$ cat config.mk
export PLATFORM = sky130hd
export DESIGN_NAME = pipeline_hazard_ctrl
export DESIGN_NICKNAME = d
export VERILOG_FILES = /design/src/rtl/hazard_pkg.sv /design/src/rtl/sat_counter.sv /design/src/rtl/pipeline_hazard_ctrl.sv
export SDC_FILE = /design/constraint.sdc
export NUM_CORES = 1
export LEC_CHECK = 0
export ABC_AREA = 1
export CAP_MARGIN = 0
export CORE_AREA = 2 2 75 77
export CTS_CLUSTER_DIAMETER = 30
export DETAILED_ROUTE_END_ITERATION = 7
export DIE_AREA = 0 0 77 79
export GPL_TIMING_DRIVEN = 0
export PLACE_DENSITY = 0.8
export SYNTH_ARGS = -nofsm -noshare
export SYNTH_HDL_FRONTEND = slang
export SYNTH_SLANG_ARGS = --single-unit
export TNS_END_PERCENT = 100
$ cat constraint.sdc
create_clock -name clk -period 3.2 [get_ports clk]
set_input_delay 0.96 -clock clk [delete_from_list [all_inputs] [get_ports clk]]
set_output_delay 0.96 -clock clk [all_outputs]
set_load 0.005 [all_outputs]
$ cat src/rtl/hazard_pkg.sv
// ---------------------------------------------------------------------------
// hazard_pkg
// Shared definitions for the pipeline hazard controller:
//   state_t        controller FSM states (RUN, MD_BUSY)
//   REG_ZERO       architectural zero register index (never a real producer)
//   NOP_INSTR      instruction word loaded into a pipeline register on flush
//   hazard_ctrl_t  bundle of all per-cycle pipeline control strobes
//   CTRL_*         canned control bundles for the common cases
// ---------------------------------------------------------------------------
package hazard_pkg;

  typedef enum logic [0:0] {
    RUN     = 1'b0,
    MD_BUSY = 1'b1
  } state_t;

  localparam logic [4:0] REG_ZERO = 5'd0;

  // addi x0, x0, 0 -- the bubble a flushed register holds (RegWrite=0, MemWrite=0)
  localparam logic [31:0] NOP_INSTR = 32'h0000_0013;

  typedef struct packed {
    logic pc_write;
    logic ifid_write;
    logic idex_write;
    logic ifid_flush;
    logic idex_flush;
    logic exmem_flush;
    logic md_go;
    logic md_abort;
  } hazard_ctrl_t;

  // While in reset every stage is held with bubbles loaded.
  localparam hazard_ctrl_t CTRL_RESET = '{
    pc_write:    1'b0,
    ifid_write:  1'b0,
    idex_write:  1'b0,
    ifid_flush:  1'b1,
    idex_flush:  1'b1,
    exmem_flush: 1'b1,
    md_go:       1'b0,
    md_abort:    1'b0
  };

  // Free-running pipeline: everything advances, nothing is squashed.
  localparam hazard_ctrl_t CTRL_FREE = '{
    pc_write:    1'b1,
    ifid_write:  1'b1,
    idex_write:  1'b1,
    ifid_flush:  1'b0,
    idex_flush:  1'b0,
    exmem_flush: 1'b0,
    md_go:       1'b0,
    md_abort:    1'b0
  };

  // EX frozen on a multi-cycle op: front end and ID/EX held, EX/MEM gets bubbles.
  localparam hazard_ctrl_t CTRL_MD_FREEZE = '{
    pc_write:    1'b0,
    ifid_write:  1'b0,
    idex_write:  1'b0,
    ifid_flush:  1'b0,
    idex_flush:  1'b0,
    exmem_flush: 1'b1,
    md_go:       1'b0,
    md_abort:    1'b0
  };

endpackage

$ cat src/rtl/sat_counter.sv
// ---------------------------------------------------------------------------
// sat_counter
// W-bit up counter that sticks at all-ones instead of wrapping.
// Ports:
//   clk    rising-edge clock
//   rst    synchronous active-high clear (has priority over inc)
//   inc    count this cycle
//   count  current value
// ---------------------------------------------------------------------------
module sat_counter #(
  parameter int W = 16
) (
  input  logic         clk,
  input  logic         rst,
  input  logic         inc,
  output logic [W-1:0] count
);

  always_ff @(posedge clk) begin
    // NOTE: sequential state uses non-blocking assignments so every flop
    // samples pre-edge values regardless of block evaluation order.
    if (rst) begin
      count <= '0;
    end else if (inc && (count != '1)) begin
      count <= count + W'(1);
    end
  end

endmodule

$ cat src/rtl/pipeline_hazard_ctrl.sv
// ---------------------------------------------------------------------------
// pipeline_hazard_ctrl
// Stall/flush controller for the 5-stage pipeline. Covers the hazards the EX
// forwarding network cannot: load-use, taken-branch wrong path, and MUL/DIV
// occupancy of EX (with a timeout abort). Keeps saturating perf counters.
//
// Parameters:
//   MD_TIMEOUT  max MD_BUSY cycles before the MUL/DIV op is aborted (>= 2)
//   CW          perf counter width
// Ports:
//   clk, rst                    clock, synchronous active-high reset
//   rs1_id, rs2_id              ID source registers
//   uses_rs1_id, uses_rs2_id    ID instruction really reads rs1/rs2
//   rd_ex, MemRead_ex           EX destination / EX is a load
//   branch_taken_ex             EX resolved a taken branch or jump
//   muldiv_start_ex             EX holds a MUL/DIV (honoured only in RUN)
//   muldiv_done                 MUL/DIV result valid this cycle
//   pc_write, ifid_write,
//   idex_write                  register enables (0 = hold)
//   ifid_flush, idex_flush,
//   exmem_flush                 load a bubble into that register
//   md_go, md_abort             one-cycle start / timeout-abort pulses
//   md_error                    sticky timeout flag
//   stall_cycles, flush_events  saturating perf counters
// The control strobes are combinational so they act in the current cycle;
// state, busy counter, md_error and counters are registered.
// ---------------------------------------------------------------------------
module pipeline_hazard_ctrl
  import hazard_pkg::*;
#(
  parameter int MD_TIMEOUT = 64,
  parameter int CW         = 16
) (
  input  logic          clk,
  input  logic          rst,
  input  logic [4:0]    rs1_id,
  input  logic [4:0]    rs2_id,
  input  logic          uses_rs1_id,
  input  logic          uses_rs2_id,
  input  logic [4:0]    rd_ex,
  input  logic          MemRead_ex,
  input  logic          branch_taken_ex,
  input  logic          muldiv_start_ex,
  input  logic          muldiv_done,
  output logic          pc_write,
  output logic          ifid_write,
  output logic          idex_write,
  output logic          ifid_flush,
  output logic          idex_flush,
  output logic          exmem_flush,
  output logic          md_go,
  output logic          md_abort,
  output logic          md_error,
  output logic [CW-1:0] stall_cycles,
  output logic [CW-1:0] flush_events
);

  // Busy counter must be able to hold MD_TIMEOUT itself.
  localparam int BW = $clog2(MD_TIMEOUT + 1);

  state_t       state;
  logic [BW-1:0] busy_cnt;
  hazard_ctrl_t ctrl;
  logic         load_use;
  logic         md_timeout;
  logic         branch_flush;

  // Load-use: EX is a load into a real register that ID is about to read.
  // x0 is never a producer, and an unused source field is a don't-care.
  function automatic logic detect_load_use(
    input logic       mem_read,
    input logic [4:0] rd,
    input logic [4:0] rs1,
    input logic [4:0] rs2,
    input logic       use_rs1,
    input logic       use_rs2
  );
    return mem_read && (rd != REG_ZERO) &&
           ((use_rs1 && (rs1 == rd)) || (use_rs2 && (rs2 == rd)));
  endfunction

  assign load_use   = detect_load_use(MemRead_ex, rd_ex, rs1_id, rs2_id,
                                      uses_rs1_id, uses_rs2_id);
  assign md_timeout = (busy_cnt == BW'(MD_TIMEOUT));

  // -------------------------------------------------------------------------
  // Per-cycle control decision
  // -------------------------------------------------------------------------
  always_comb begin
    // NOTE: every signal gets a default before any branch so no path through
    // this block leaves a value unassigned (which would infer a latch).
    ctrl         = CTRL_FREE;
    branch_flush = 1'b0;

    if (rst) begin
      ctrl = CTRL_RESET;
    end else begin
      unique case (state)
        RUN: begin
          if (branch_taken_ex) begin
            // Wrong-path instructions in IF/ID and ID/EX are squashed; any
            // load-use seen in ID belongs to the wrong path and is ignored.
            ctrl.ifid_flush = 1'b1;
            ctrl.idex_flush = 1'b1;
            branch_flush    = 1'b1;
          end else if (muldiv_start_ex) begin
            ctrl       = CTRL_MD_FREEZE;
            ctrl.md_go = 1'b1;
          end else if (load_use) begin
            // One bubble into EX; the load result is then forwarded from MEM/WB.
            ctrl.pc_write   = 1'b0;
            ctrl.ifid_write = 1'b0;
            ctrl.idex_flush = 1'b1;
          end
        end

        MD_BUSY: begin
          if (muldiv_done) begin
            // Release: result flows into EX/MEM. Done beats a same-cycle timeout.
            ctrl = CTRL_FREE;
          end else if (md_timeout) begin
            ctrl            = CTRL_MD_FREEZE;
            ctrl.idex_write = 1'b1;
            ctrl.idex_flush = 1'b1;
            ctrl.md_abort   = 1'b1;
          end else begin
            ctrl = CTRL_MD_FREEZE;
          end
        end

        default: ctrl = CTRL_RESET;
      endcase
    end
  end

  assign pc_write    = ctrl.pc_write;
  assign ifid_write  = ctrl.ifid_write;
  assign idex_write  = ctrl.idex_write;
  assign ifid_flush  = ctrl.ifid_flush;
  assign idex_flush  = ctrl.idex_flush;
  assign exmem_flush = ctrl.exmem_flush;
  assign md_go       = ctrl.md_go;
  assign md_abort    = ctrl.md_abort;

  // -------------------------------------------------------------------------
  // FSM, busy counter and sticky error
  // -------------------------------------------------------------------------
  always_ff @(posedge clk) begin
    if (rst) begin
      // Reset out of MD_BUSY is a clean return to RUN; no abort is raised.
      state    <= RUN;
      busy_cnt <= '0;
      md_error <= 1'b0;
    end else begin
      unique case (state)
        RUN: begin
          if (ctrl.md_go) begin
            state    <= MD_BUSY;
            busy_cnt <= BW'(1);
          end
        end

        MD_BUSY: begin
          if (muldiv_done || ctrl.md_abort) begin
            state <= RUN;
          end else begin
            busy_cnt <= busy_cnt + BW'(1);
          end
          if (ctrl.md_abort) begin
            md_error <= 1'b1;
          end
        end

        default: state <= RUN;
      endcase
    end
  end

  // -------------------------------------------------------------------------
  // Performance counters
  // -------------------------------------------------------------------------
  sat_counter #(.W(CW)) u_stall_cnt (
    .clk   (clk),
    .rst   (rst),
    .inc   (~ctrl.pc_write),
    .count (stall_cycles)
  );

  sat_counter #(.W(CW)) u_flush_cnt (
    .clk   (clk),
    .rst   (rst),
    .inc   (branch_flush),
    .count (flush_events)
  );

endmodule

# After elaboration in Yosys (flattened, before gate mapping)

Cells that the tools add are included.

Register bits: 41
Bits of input ports: 23
Logic and storage cells: 50

Add/sub/neg operators: 3
Equal/unequal tests: 7
Mux-type cells: 22
Bitwise gates (word level): 2
Reduce and logical (&&, ||, !) cells: 11

Operator list:

| kind                                          | number |
|---|---|
| adder 16 x 1 -> 16 bit, second input constant | 2 |
| != test 16 bit, second input constant         | 2 |
| two-way mux 8 bit                             | 2 |
| case mux 8 bit (2 select lines)               | 1 |
| two-way mux 7 bit                             | 2 |
| case mux 7 bit (2 select lines)               | 1 |
| equality test 5 bit                           | 2 |
| two-way mux 3 bit                             | 3 |
| two-way mux 2 bit                             | 4 |
| adder 7 x 1 -> 7 bit, second input constant   | 1 |
| equality test 7 bit, second input constant    | 1 |
| two-way mux 1 bit                             | 7 |
| logical AND 1 bit                             | 6 |
| two-way mux 6 bit                             | 1 |
| nonzero test 5 bit                            | 1 |
| != test 2 bit, second input constant          | 2 |
| AND reduction 2 bit                           | 2 |
| logical OR 1 bit                              | 2 |
| inverter 1 bit                                | 2 |
| case mux 1 bit (2 select lines)               | 1 |

# Depth between registers and ports, before layout

Depth after elaboration: 12
Mapped depth: 14

# By module

From an unflattened synthesis, not the netlist that was laid out.

Cells, all modules: 454
Area, all modules: 2715.1 µm²

Modules (own cells, without submodules):

| module               | times used | cells each | area an instance (µm²) |
|---|---|---|---|
| sat_counter          | 2          | 149        | 929.6 |
| pipeline_hazard_ctrl | 1          | 156        | 855.8 |

# Worst setup path after synthesis

No wires, ideal clock.

Path type: in2out
Start: input port rst
End: output port pc_write
Arrival: 1.990 ns
Required time: 2.240 ns
Setup slack: 0.250 ns
Cell stages on the path: 8
Path buffers: 3
Path through: buf_2 inv_1 nand2_1 nor2_1 nand2_1 buf_2 inv_1 buf_4

Longest elaborated chain between the ends: 1

RTL lines:

| what               | line                       | source |
|---|---|---|
| start: declaration | pipeline_hazard_ctrl.sv:35 | `input logic rst,` |
| two-way mux 8 bit  | pipeline_hazard_ctrl.sv:95 | `if (rst) begin` |
| end: declaration   | pipeline_hazard_ctrl.sv:45 | `output logic pc_write,` |

Every way passes these cells.

# Final worst setup path

Start: input port muldiv_done
End: output port pc_write

Longest elaborated chain between the ends: 3

RTL lines:

| what                            | line                        | source |
|---|---|---|
| start: declaration              | pipeline_hazard_ctrl.sv:44  | `input logic muldiv_done,` |
| two-way mux 8 bit               | pipeline_hazard_ctrl.sv:118 | `if (muldiv_done) begin` |
| case mux 8 bit (2 select lines) | pipeline_hazard_ctrl.sv:98  | `unique case (state)` |
| two-way mux 8 bit               | pipeline_hazard_ctrl.sv:95  |  |

Every way passes these cells.

==> results.cfg <==
[synthesis]
ys_top_cells_by_area = dfxtp_1, nand2_1, inv_1
netlist.area_leader.share_pct = 31.72
yosysUniqueCellTypes = 32
synthCells = 410
synthMuxAreaShare_pct = 0
synth_top_family_by_area = simple AND/OR/NAND/NOR gates
yosysWarnings = 0
synth-compound-area-share_pct = 9.333
syn_area_um2 = 2587
syn-num-nets = 437
synthXorXnorAreaFrac_pct = 6.431
synthAdderAreaFrac_pct = 1.934
ys_seq_elements = 41
synth_top_area_cell = dfxtp_1
yosys.area_share.simple_pct = 39.80
synth-seq-area-share_pct = 31.72
avgSynthCellArea_um2 = 6.311

[placed_design]
portBuffers = 62
hpwl_mm = 4.907
gp_congestion = 0.9624
place_inst = 544

[clock_network]
htreeDepth = 2
cts_tree = done
path_clk_slew_ns = 0.07
clk_path_buf_depth = 2
cts.sinks = 41
cts_made_buffers = 5
cts_root_buffer = clkbuf_8
cts_hold_repair.buffers = 0
clk_latency_ns = 0.29

[global_routing]
grt_pass1_wl_mm = 11.18
grt_max_degree = 13
grt-ovfl-total = 0
antenna_found_initial = 0
grt_pass1_vias = 2671
grtUsageTotal_pct = 22.36

[timing]
rsz0062_at_grt = true
setup_viol = 0
tns_ns = 0
drv_slew = 0
fin_skew_ns = 0.01008
worstMarginPinSlew_ns = 0.5939
worst_hold_slack_ns = 0.4712
period_share_pct = 98.22
final.min_clock_period_ns = 3.143
fmax_mhz = 318.2
hold_viol_final = 0
maxSlewHeadroom_pct = 60.41

[run_status]
status = finished clean

[drt]
drtIter0Drc = 108
routed_via_density = 5.050
dr.pass1.iters = 4
drc = 0
wl_mm = 6.724
wire_per_inst_um = 12.03
drtAntennaViolNets = 0
vias = 2823

[floorplanning]
ios = 64
initial_core_util_pct = 48.48
fp.dieArea_um2 = 6083
die_h_um = 79
die_w_um = 77
core_um2 = 5338
rows = 27

[critical_path]
path_max_fanout = 3
cp_cell_sequence = clkdlybuf4s50_1 > or2_1 > buf_6 > clkinv_4 > nor2_4 > nand2_4 > inv_2 > buf_4 > buf_2
critPathCaptureType = primary output
worstSetupPathType = in2out
arrival_ns = 2.18
critPathSlowestCell = clkdlybuf4s50_1
startpoint_type = input pin
max_stage_delay_ns = 0.39
reg2reg_depth = 11
required_ns = 2.24

[finish]
syn_to_final_growth_pct = 32.35
final_nets = 513
multiInputGateArea_um2 = 1533
final_layout_size_suffix_gt1_share_pct = 13.76
diodes = 0
fillers = 531
fin_util_pct = 64.16
register_area_um2 = 820.8
fin_cells = 559

[power]
power_density_nw_per_um2 = 293.8
peakVddDrop_v = 0.0001453
p_leak_nw = 1.493

[job]
cap_violations = 0

[hold_path]
min_delay_path_depth = 2
hold_path.class = reg2reg
## through the flow
stage	power [mW]	setup slack, ns	cell area [um^2]
after floorplan	0.6096	0.2500	2587
after global placement	0.6791	-0.7794	3298
after detailed placement	0.6829	-0.7973	3298
after CTS	1.009	-0.001822	3452
after global routing	1.050	-0.03400	3425
final	1.006	0.05696	3425
## state kept, by name, summed over array words and instances, names as in the netlist
signal / cells
u_stall_cnt.count: 16
md_error: 1
busy_cnt: 7
u_flush_cnt.count: 16
state: 1
## worst max-delay path, delay by kind of cell
family        cells  cell delay (ns)
buf+inv           6             0.83
simple gates      3             0.39
## layout by cell type, fill, tap and decap left out, types with 2 or more instances in the layout
cell type        count
dfxtp_1             41
nand2_2              6
o21ai_0              6
buf_2                6
nand2_4              4
dlygate4sd2_1        6
nor3_1               9
nor2_4               2
a21oi_1             25
clkdlybuf4s15_1      6
clkinv_2             2
nor2_1              44
nor2_2               6
ha_1                 4
xnor2_1              4
clkdlybuf4s50_1     37
clkbuf_8             5
a21oi_2              5
buf_4                8
nand2_1            118
inv_1               53
xor2_1              15
inv_2                6
clkbuf_1             4
clkbuf_2             9
nand4_1              7
nor4_1               2
nand3_1             32
## routing by layer
layer / vias up / global-route usage [%] / share of wire (%)
li1: 1442 / - / -
met5: - / 0 / 0
met4: 0 / 7.500 / 1.4
met3: 12 / 5.341 / 6.6
met2: 91 / 41.32 / 49
met1: 1278 / 25.28 / 43
## worst paths after layout
kind	startpoint	endpoint	slack, ns
worst max register to register	u_stall_cnt.count[0]	u_stall_cnt.count[13]	1.22
worst min register to register	md_error	md_error	0.47
worst min-delay path	md_error	md_error	0.47
worst max-delay path	muldiv_done	pc_write	0.06
## final cells by class
cell class | instances | share of cell area [%]
Multi-Input combinational cell | 300 | 44.76
Sequential cell | 41 | 23.97
Timing Repair Buffer | 70 | 18.09
Inverter | 60 | 6.723
Tap cell | 72 | 2.631
Clock buffer | 6 | 2.119
Buffer | 8 | 1.425
Clock inverter | 2 | 0.2923
## cells in the mapped netlist, drive strengths merged
master,n
nand3b,1
xnor2,4
or2,1
a31oi,1
inv,59
nand2,128
buf,6
a21oi,31
xor2,15
o21ai,7
nor3b,1
ha,4
o31ai,2
nor4,2
nand4,7
clkbuf,3
clkinv,1
dfxtp,41
nor3,11
nor2,52
nand3,33
## report_power, final
part / switching (mW) / internal [mW] / leakage [nW]
clock: 0.182 / 0.151 / 0.0450
combinational: 0.0808 / 0.0644 / 1.12
sequential: 0.0109 / 0.517 / 0.331
## cells by family after synthesis
logic type	Yosys count
simple gates	236
buf+inv	69
compound gates	41
flops	41
xor+xnor	19
fa+ha+maj	4
## timing repair
action,in CTS,in global routing
pin swaps,16,13
resized for setup,51,30
hold endpoints to repair,0,0
gates cloned,0,0
buffers inserted,9,1
setup endpoints to repair,7,3
Power figures use the tool's default switching activity.
